[config.mk]
export PLATFORM = sky130hd
export DESIGN_NAME = regfile_write_initiator
export DESIGN_NICKNAME = d
export VERILOG_FILES = /design/src/rtl/regfile_write_initiator.sv
export SDC_FILE = /design/constraint.sdc
export NUM_CORES = 1
export LEC_CHECK = 0
export CELL_PAD_IN_SITES_DETAIL_PLACEMENT = 1
export CELL_PAD_IN_SITES_GLOBAL_PLACEMENT = 1
export CORE_MARGIN = 2
export CORE_UTILIZATION = 38
export CTS_CLUSTER_SIZE = 28
export DETAILED_ROUTE_END_ITERATION = 10
export GPL_ROUTABILITY_DRIVEN = 0
export PLACE_DENSITY = 0.86
export SLEW_MARGIN = 20
export SYNTH_ARGS = -nofsm -noshare
export SYNTH_HDL_FRONTEND = slang
export SYNTH_SLANG_ARGS = --single-unit
[constraint.sdc]
create_clock -name clk -period 6.45 [get_ports clk]
set_clock_uncertainty 0.1 [all_clocks]
set_input_delay 1.29 -clock clk [delete_from_list [all_inputs] [get_ports clk]]
set_output_delay 1.29 -clock clk [all_outputs]
set_load 0.005 [all_outputs]
[src/rtl/regfile_write_initiator.sv]
// Write-port initiator between execute/writeback and the register file:
// holds one result as a level request until the register file's flush pulse.
module regfile_write_initiator #(
    parameter int TIMEOUT_CYCLES = 32,
    parameter int COUNT_W        = 16
) (
    input  logic               clk,
    input  logic               rst,
    input  logic               i_valid,
    output logic               o_ready,
    input  logic               i_reg_write,
    input  logic [4:0]         i_rd,
    input  logic [31:0]        i_result,
    output logic [4:0]         o_rd,
    output logic [31:0]        o_write_data,
    output logic               o_data_ready,
    input  logic               i_flush,
    output logic               o_done,
    output logic               o_timeout,
    output logic [COUNT_W-1:0] o_retire_count
);

    localparam logic [1:0] IDLE    = 2'd0;
    localparam logic [1:0] REQ     = 2'd1;
    localparam logic [1:0] RELEASE = 2'd2;
    localparam logic [1:0] DONE    = 2'd3;

    localparam int TW = $clog2(TIMEOUT_CYCLES) + 1;
    localparam logic [TW-1:0] T_LAST = TW'(TIMEOUT_CYCLES - 1);

    logic [1:0]    state;
    logic [TW-1:0] tcount;

    assign o_ready = (state == IDLE);

    // o_done and the retire count are updated on the transition into DONE so
    // the pulse and the new count are both visible during the DONE cycle.
    always_ff @(posedge clk or posedge rst) begin
        if (rst) begin
            state          <= IDLE;
            tcount         <= '0;
            o_rd           <= '0;
            o_write_data   <= '0;
            o_data_ready   <= 1'b0;
            o_done         <= 1'b0;
            o_timeout      <= 1'b0;
            o_retire_count <= '0;
        end else begin
            o_done <= 1'b0;
            case (state)
                IDLE: begin
                    if (i_valid) begin
                        o_rd         <= i_rd;
                        o_write_data <= i_result;
                        if (i_reg_write && (i_rd != 5'd0)) begin
                            state        <= REQ;
                            o_data_ready <= 1'b1;
                            tcount       <= '0;
                        end else begin
                            state          <= DONE;
                            o_done         <= 1'b1;
                            o_retire_count <= o_retire_count + COUNT_W'(1);
                        end
                    end
                end
                REQ: begin
                    if (i_flush) begin
                        o_data_ready <= 1'b0;
                        state        <= RELEASE;
                    end else if (tcount == T_LAST) begin
                        o_data_ready <= 1'b0;
                        o_timeout    <= 1'b1;
                        state        <= RELEASE;
                    end else begin
                        tcount <= tcount + TW'(1);
                    end
                end
                // Request is low here, so the next request is a fresh rising edge.
                RELEASE: begin
                    if (!i_flush) begin
                        state          <= DONE;
                        o_done         <= 1'b1;
                        o_retire_count <= o_retire_count + COUNT_W'(1);
                    end
                end
                DONE: begin
                    state <= IDLE;
                end
                default: begin
                    state <= IDLE;
                end
            endcase
        end
    end

endmodule

**Word-level counts from Yosys, hierarchy flattened**

Index checks and enable logic that the tools add are counted.

- Register bits: 64
- Input bits: 42
- Output and inout port bits: 57
- Word-level logic and storage cells: 57

- Add/subtract/negate cells: 2
- Eq/ne operators: 11
- Mux-type cells: 24
- Bitwise gates (word level): 1
- Reduce and logical (&&, ||, !) cells: 11

Operators by type and width:

| operator | number |
|---|---|
| 16-bit two-way mux | 3 |
| 16-bit case mux with 2 select lines | 1 |
| 6-bit two-way mux | 4 |
| 16-bit by 1-bit adder with 16-bit output, second input constant | 1 |
| 6-bit case mux with 2 select lines | 1 |
| 2-bit two-way mux | 5 |
| 2-bit inequality test, second input constant | 5 |
| 2-bit case mux with 4 select lines | 1 |
| 4-bit AND reduction | 2 |
| 1-bit two-way mux | 7 |
| 6-bit by 1-bit adder with 6-bit output, second input constant | 1 |
| 6-bit by 5-bit equality test with 1-bit output, second input constant | 1 |
| 3-bit AND reduction | 2 |
| 5-bit AND reduction | 1 |
| 5-bit nonzero test | 1 |
| 2-bit equality test, second input constant | 2 |
| 1-bit case mux with 2 select lines | 2 |
| 2-bit nonzero test | 2 |
| 3-bit inequality test, second input constant | 1 |
| 2-bit by 1-bit equality test with 1-bit output, second input constant | 1 |
| 2-bit zero test | 1 |
| 2-bit by 1-bit inequality test with 1-bit output, second input constant | 1 |
| 2-bit AND reduction | 1 |
| 1-bit logical AND | 1 |
| 1-bit inverter | 1 |

**Depth between registers and ports, before layout**

Gate-level depths: netlist of run 1.

- Depth in word-level cells: 5
- Gate-level depth with buffers: 8
- Gate-level depth less buffers: 7

**Least setup slack after synthesis of run 1**

OpenSTA, ideal clock, no wires.

- Path type: input port to flip-flop
- From: input port i_rd[0]
- To: register o_retire_count[14]
- Setup time: 124 ps
- Arrival: 2,411 ps
- Data required time: 6,226 ps
- Slack: 3,814 ps
- Stages: 5
- Path buffers: 0
- Cell sequence: nor3_4 a21oi_2 or4_4 nand2b_4 xnor2_2

- Cells in the longest elaborated chain, start to end: 4

RTL lines:

| item | RTL line | RTL |
|---|---|---|
| start, declared | 12 | `input logic [4:0] i_rd,` |
| 5-bit nonzero test | 55 | `if (i_reg_write && (i_rd != 5'd0)) begin` |
| 1-bit logical AND | 55 |  |
| 2-bit inequality test (no line) | - |  |
| 4-bit AND reduction (no line) | - |  |
| end signal, assigned | 62 | `o_retire_count <= o_retire_count + COUNT_W'(1);` |
| end signal, assigned | 83 | `o_retire_count <= o_retire_count + COUNT_W'(1);` |
| end, declared | 20 | `output logic [COUNT_W-1:0] o_retire_count` |

Every way passes these cells.
A chain may end at the register's enable or synchronous reset.

**Final worst setup path of run 1**

- From: register state[1]
- To: output port o_ready

- Cells in the longest elaborated chain, start to end: 1

RTL lines:

| item | RTL line | RTL |
|---|---|---|
| start, declared | 31 | `logic [1:0] state;` |
| start signal, assigned | 40 | `state <= IDLE;` |
| start signal, assigned | 56 | `state <= REQ;` |
| start signal, assigned | 60 | `state <= DONE;` |
| 2-bit zero test | 34 | `assign o_ready = (state == IDLE);` |
| end, declared | 10 | `output logic o_ready,` |

Every way passes these cells.

==> results of run 1 <==
worst max-delay path, cell delays in order, from the launching register on:
cell	delay [ns]
dfrtp_1	0.38
inv_1	0.13
ha_1	0.44
clkdlybuf4s50_1	0.61
cell usage after synthesis (2+ instances only):
| library cell | count |
|---|---|
| nor2_1 | 3 |
| xor2_1 | 3 |
| nand2_1 | 14 |
| buf_4 | 2 |
| dfrtp_1 | 64 |
| mux2_2 | 37 |
| a21boi_0 | 2 |
| xnor2_1 | 11 |
| and3_1 | 5 |
| o21ai_0 | 6 |
| buf_2 | 3 |
| and2_1 | 3 |
| ha_1 | 6 |
| inv_1 | 7 |
| o21ai_1 | 5 |
| nand4_1 | 6 |
| nand3_1 | 7 |
state kept, by name, indices dropped and copies added (netlist names):
name / flops
o_retire_count: 16
o_data_ready: 1
o_done: 1
state: 2
o_write_data: 32
o_rd: 5
o_timeout: 1
tcount: 6
layout make-up:
type / instances / area (um2) / share of cell area
flip-flops and latches: 64 / 1600 / 0.392
multi-input cells: 137 / 1150 / 0.282
repair buffers: 100 / 996 / 0.244
clock buffers: 11 / 141 / 0.0346
well taps: 99 / 124 / 0.0303
clock inverters: 4 / 45.0 / 0.0110
inverters: 7 / 26.3 / 0.00643
layer usage:
layer / vias to the layer above / part of all wire
met5: - / 0
met4: 0 / 0.017
li1: 966 / -
met2: 65 / 0.54
met3: 12 / 0.043
met1: 1061 / 0.40
cells by family after synthesis:
kind of cell,count (synthesis)
buffers and inverters,14
AND/OR/NAND/NOR,52
flip-flops,64
multiplexers,39
adder cells (fa/ha/maj),6
AO/OA/AOI/OAI,25
XOR/XNOR,15
power breakdown:
group          internal (mW)  total [mW]  leakage (nW)  switching, mW
Combinational          0.457       0.731         0.857          0.275
Sequential             0.562       0.664         0.792          0.101
Clock                  0.185       0.328        0.0989          0.143
worst paths after layout:
| path | endpoint | slack (ns) |
|---|---|---|
| min | o_timeout | 0.38 |
| max in group asynchronous | o_write_data[29] | 4.30 |
| min in group asynchronous | o_rd[0] | 1.42 |
| max | o_ready | 3.17 |
| min reg2reg | o_timeout | 0.38 |
| max reg2reg | o_retire_count[14] | 4.21 |
==> insert_results.sql, run 1 <==
INSERT INTO impl_metrics (metric_group, metric, value, unit) VALUES
('worst_setup_path', 'critPathKind', 'reg -> out', ''),
('placed_design', 'port_buffers', '98', ''),
('global_routing', 'global_route.peak_usage_layer', 'met2', ''),
('finish', 'layout.cells.most_common_list', 'clkdlybuf4s50_1, dfrtp_1, mux2_2, nand2_1, xnor2_1', ''),
('yosys', 'asyncSetResetFlopFracSynth', '1.00', ''),
('outcome', 'run_status', 'finished clean', ''),
('floorplan', 'num_io_pins', '99', ''),
('worst_setup_path', 'cp_data_required_time', '5.06', 'ns'),
('yosys', 'yosys.area.top_type_share', '0.568', ''),
('pwr', 'cellPowerDensity', '421', 'mW/mm2'),
('finish', 'mostFrequentLayoutCell', 'clkdlybuf4s50_1', ''),
('finish', 'design_area', '0.00409', 'mm2'),
('worst_setup_path', 'signal_arrival_time_at_the_worst_endpoint', '1.89', 'ns'),
('sta', 'final_min_period_over_clock_period', '0.508', ''),
('yosys', 'synth.area.mux_share', '0.155', ''),
('yosys', 'synth.cell_area', '0.00282', 'mm2'),
('yosys', 'synth_warnings', '0', ''),
('min_path', 'worstHoldPathType', 'reg -> reg', ''),
('finish', 'fin_cells', '422', ''),
('sta', 'timing_worst_slew_pin_value', '0.798', 'ns'),
('detailed_routing', 'first_pass_iters', '4', ''),
('finish', 'fin_util', '0.567', ''),
('finish', 'area.growth.synth_to_final', '45.0', '%'),
('placed_design', 'place.detailed.instances', '407', ''),
('cts', 'cts_inserted_buffers', '9', ''),
('floorplan', 'floorplan.die_area', '0.00812', 'mm2'),
('worst_setup_path', 'cp-startpoint', 'state[1]', ''),
('global_routing', 'antenna_found_initial', '0', ''),
('sta', 'period_minus_slack', '3.28', 'ns'),
('detailed_routing', 'route.antenna.remaining_nets', '0', ''),
('cts', 'clock_net_sink_count', '64', ''),
('yosys', 'yosysTopAreaCell', 'dfrtp_1', ''),
('yosys', 'dominant_combinational_cell_family_by_area_after_synthesis', 'multiplexers', ''),
('yosys', 'synth-compound-area-share', '0.0644', ''),
('detailed_routing', '1st_iter_drt_viols', '96', ''),
('yosys', 'synth_edf_count', '0', ''),
('global_routing', 'grt_start_max_net_pins', '65', ''),
('pwr', 'power.leakage', '1.75', 'nW'),
('floorplan', 'start_util', '0.391', ''),
('floorplan', 'core', '0.00721', 'mm2'),
('global_routing', 'gr-total-overflow', '0', ''),
('floorplan', 'die_x', '90.1', 'um'),
('cts', 'post_cts_hold_buffer_count', '0', ''),
('yosys', 'postSynthAreaPerCell', '13.1', 'um2'),
('sta', 'tns', '0', 'ns'),
('yosys', 'ys_seq_elements', '64', ''),
('worst_setup_path', 'r2r_start', 'state[1]', ''),
('pwr', 'vdd_ir_drop_max', '0.000197', 'V'),
('cts', 'cts_setup_buffers', '0', ''),
('sta', 'setup_repair_after_global_routing_missed_its_margin', 'false', ''),
('sta', 'worst_hold_slack', '0.384', 'ns'),
('yosys', 'mappedNetlistNets', '263', ''),
('placed_design', 'place_ws', '3.00', 'ns'),
('sta', 'fmax', '305', 'MHz'),
('cts', 'path_clk_slew', '0.07', 'ns'),
('yosys', 'synth_flop_cell', 'dfrtp_1', ''),
('floorplan', 'std_cell_rows', '31', ''),
('placed_design', 'postPlaceCellArea', '0.00390', 'mm2'),
('sta', 'finalHoldViolCount', '0', ''),
('yosys', 'synth_simple_gate_area_share', '0.114', ''),
('global_routing', 'grt_use_met3', '0.0377', ''),
('detailed_routing', 'wl_per_cell', '16.6', 'um'),
('yosys', 'post_synth_inst_count', '215', ''),
('yosys', 'synth_xor_xnor_area_share', '0.0493', ''),
('detailed_routing', 'detailroute.via_count', '2104', ''),
('min_path', 'min_delay_path_depth', '1', ''),
('sta', 'timing.final.setup_violations', '0', ''),
('worst_setup_path', 'rr_worst_depth', '6', ''),
('cts', 'cts_tree', 'done', ''),
('detailed_routing', 'drc', '0', ''),
('global_routing', 'use_met1', '0.219', '');
(Power assumes the default switching activity.)
==> inputs of run 2 (changes only) <==
--- a/config.mk
+++ b/config.mk
@@ -8,11 +8,11 @@
 export CELL_PAD_IN_SITES_DETAIL_PLACEMENT = 1
 export CELL_PAD_IN_SITES_GLOBAL_PLACEMENT = 1
 export CORE_MARGIN = 2
-export CORE_UTILIZATION = 38
+export CORE_UTILIZATION = 35
 export CTS_CLUSTER_SIZE = 28
 export DETAILED_ROUTE_END_ITERATION = 10
 export GPL_ROUTABILITY_DRIVEN = 0
-export PLACE_DENSITY = 0.86
+export PLACE_DENSITY = 0.81
 export SLEW_MARGIN = 20
 export SYNTH_ARGS = -nofsm -noshare
 export SYNTH_HDL_FRONTEND = slang
==> constraint.sdc (replaced) <==
create_clock -name clk -period 3.4 [get_ports clk]
set_clock_uncertainty 0.1 [all_clocks]
set_input_delay 0.68 -clock clk [delete_from_list [all_inputs] [get_ports clk]]
set_output_delay 0.68 -clock clk [all_outputs]
set_load 0.005 [all_outputs]
==> run 2 against run 1 <==
Highest routed layer unchanged; final area about the same; largest power group unchanged; die area increased by 8.2%; sequential share of layout area about the same; hold slack got worse by 0.014 ns.
==> insert_results.sql, run 2 (synthesis gave the netlist of run 1 again) <==
INSERT INTO impl_metrics (metric_group, metric, value, unit) VALUES
('detailed_routing', 'drc', '0', ''),
('finish', 'fin_util', '0.527', ''),
('pwr', 'power.leakage', '1.73', 'nW'),
('placed_design', 'port_buffers', '98', ''),
('sta', 'fmax', '379', 'MHz'),
('floorplan', 'std_cell_rows', '32', ''),
('finish', 'finish.net_count', '367', ''),
('pwr', 'power.sequential.fraction', '0.390', ''),
('global_routing', 'wire_length_of_the_first_global_routing_pass', '11.3', 'mm'),
('floorplan', 'num_io_pins', '99', ''),
('pwr', 'power.switching_fraction', '0.313', ''),
('pwr', 'combinationalPowerShare', '0.430', ''),
('finish', 'layout.cells.most_common_list', 'clkdlybuf4s50_1, dfrtp_1, mux2_2, nand2_1, xnor2_1', ''),
('placed_design', 'half_perimeter_wire_length_of_the_detailed_placement_result', '5.02', 'mm'),
('floorplan', 'die_x', '93.7', 'um'),
('worst_setup_path', 'cp-end-kind', 'output port', ''),
('outcome', 'run_status', 'finished clean', ''),
('sta', 'timing.final.max_slew_violations', '0', ''),
('worst_setup_path', 'critPathKind', 'reg -> out', ''),
('finish', 'area.growth.synth_to_final', '45.1', '%'),
('global_routing', 'grtUsageTotal', '0.169', ''),
('sta', 'setup_ws', '0.764', 'ns'),
('global_routing', 'grt_start_max_net_pins', '38', ''),
('cts', 'path_clk_slew', '0.07', 'ns'),
('worst_setup_path', 'signal_arrival_time_at_the_worst_endpoint', '1.86', 'ns'),
('sta', 'timing_worst_slew_pin_value', '0.654', 'ns'),
('finish', 'fillCellCount', '850', ''),
('detailed_routing', '1st_iter_drt_viols', '64', ''),
('cts', 'cts_root_buffer', 'clkbuf_8', ''),
('sta', 'finalHoldViolCount', '0', ''),
('cts', 'worstSkewPairLatency', '0.34', 'ns'),
('min_path', 'min_delay_path_depth', '1', ''),
('cts', 'cts_setup_buffers', '0', ''),
('sta', 'worst_hold_slack', '0.370', 'ns'),
('sta', 'relSlewSlack', '0.564', ''),
('pwr', 'vdd_ir_drop_max', '0.000366', 'V'),
('pwr', 'power.share.clock', '0.180', ''),
('global_routing', 'antenna_found_initial', '0', ''),
('floorplan', 'die-height', '93.7', 'um'),
('detailed_routing', 'route.antenna.remaining_nets', '0', ''),
('floorplan', 'floorplan.die_area', '0.00879', 'mm2'),
('finish', 'mostFrequentLayoutCell', 'clkdlybuf4s50_1', ''),
('finish', 'diodes', '0', ''),
('sta', 'period_minus_slack', '2.64', 'ns'),
('detailed_routing', 'first_pass_iters', '4', ''),
('pwr', 'cellPowerDensity', '788', 'mW/mm2'),
('sta', 'setup_repair_after_global_routing_missed_its_margin', 'false', ''),
('worst_setup_path', 'rr_worst_depth', '6', ''),
('cts', 'cts_tree', 'done', ''),
('finish', 'largest_registers', 'o_write_data x32, o_retire_count x16, tcount x6', ''),
('detailed_routing', 'wl_per_cell', '16.4', 'um'),
('cts', 'cts_inserted_buffers', '9', ''),
('worst_setup_path', 'critical_path.max_fanout', '11', ''),
('finish', 'layout-drive-gt1-share', '0.210', ''),
('cts', 'clock_path_buffers', '2', ''),
('detailed_routing', 'wl', '6.99', 'mm'),
('finish', 'regMostFlops', 'o_write_data', ''),
('sta', 'tns', '0', 'ns'),
('cts', 'h-tree-depth', '3', ''),
('pwr', 'p_switching', '1.01', 'mW'),
('detailed_routing', 'mean_number_of_vias_per_cell', '4.96', ''),
('floorplan', 'start_util', '0.363', ''),
('finish', 'largest_register_ffs', '32', ''),
('detailed_routing', 'detailroute.via_count', '2112', ''),
('min_path', 'worstHoldPathType', 'reg -> reg', ''),
('cts', 'post_cts_hold_buffer_count', '0', ''),
('sta', 'final_min_period_over_clock_period', '0.775', ''),
('global_routing', 'first_global_vias', '2294', ''),
('cts', 'clock_net_sink_count', '64', ''),
('global_routing', 'gr-total-overflow', '0', ''),
('sta', 'timing.final.setup_violations', '0', ''),
('flow_run', 'drv_cap', '0', ''),
('worst_setup_path', 'start_kind', 'flop', ''),
('floorplan', 'core', '0.00777', 'mm2'),
('cts', 'cts-resized-gates', '0', ''),
('pwr', 'total_power', '3.23', 'mW'),
('placed_design', 'place_ws', '0.681', 'ns'),
('worst_setup_path', 'cp_data_required_time', '2.62', 'ns'),
('pwr', 'power_report.internal_total', '2.22', 'mW');
==> run 2: metrics by stage <==
stage               instance area (um2)  cells
CTS                                4090    426
floorplan                          2820    215
global placement                   3920    410
detailed placement                 3920    410
finish                             4090    426
global route                       4090    426
==> run 2: worst paths after layout <==
| kind | startpoint | to | slack (ns) |
|---|---|---|---|
| max in group asynchronous | rst | o_write_data[31] | 1.93 |
| min in group asynchronous | rst | o_write_data[10] | 0.65 |
| max | state[0] | o_ready | 0.76 |
| max reg2reg | state[0] | o_retire_count[13] | 1.21 |
| min | o_retire_count[15] | o_retire_count[15] | 0.37 |
| min reg2reg | o_retire_count[15] | o_retire_count[15] | 0.37 |
==> run 2: worst max-delay path, stage by stage, from the launching register on <==
cell,delay [ns]
dfrtp_1,0.39
inv_1,0.12
ha_1,0.42
clkdlybuf4s50_1,0.58
==> run 2: layout make-up <==
class | instances | area, um2 | share of cell area
Clock inverter | 5 | 32.5 | 0.00795
Timing Repair Buffer | 100 | 1010 | 0.246
Tap cell | 102 | 128 | 0.0312
Inverter | 7 | 26.3 | 0.00642
Clock buffer | 11 | 141 | 0.0346
Multi-Input combinational cell | 137 | 1150 | 0.282
Sequential cell | 64 | 1600 | 0.391
==> run 2: metal layers <==
metal | vias to the layer above | routed length [um] | GRT usage
li1 | 966 | - | -
met1 | 1048 | 2940 | 0.204
met2 | 80 | 3350 | 0.263
met3 | 18 | 527 | 0.0690
met4 | 0 | 178 | 0.0797
met5 | - | 0 | 0
==> run 2: power groups by stage <==
stage                     clock network [mW]  logic, mW  registers (mW)
after floorplan                            0      0.638            1.27
after global placement                     0       1.36            1.25
after detailed placement                   0       1.40            1.27
after CTS                              0.598       1.42            1.26
after global routing                   0.630       1.51            1.31
final                                  0.580       1.39            1.26
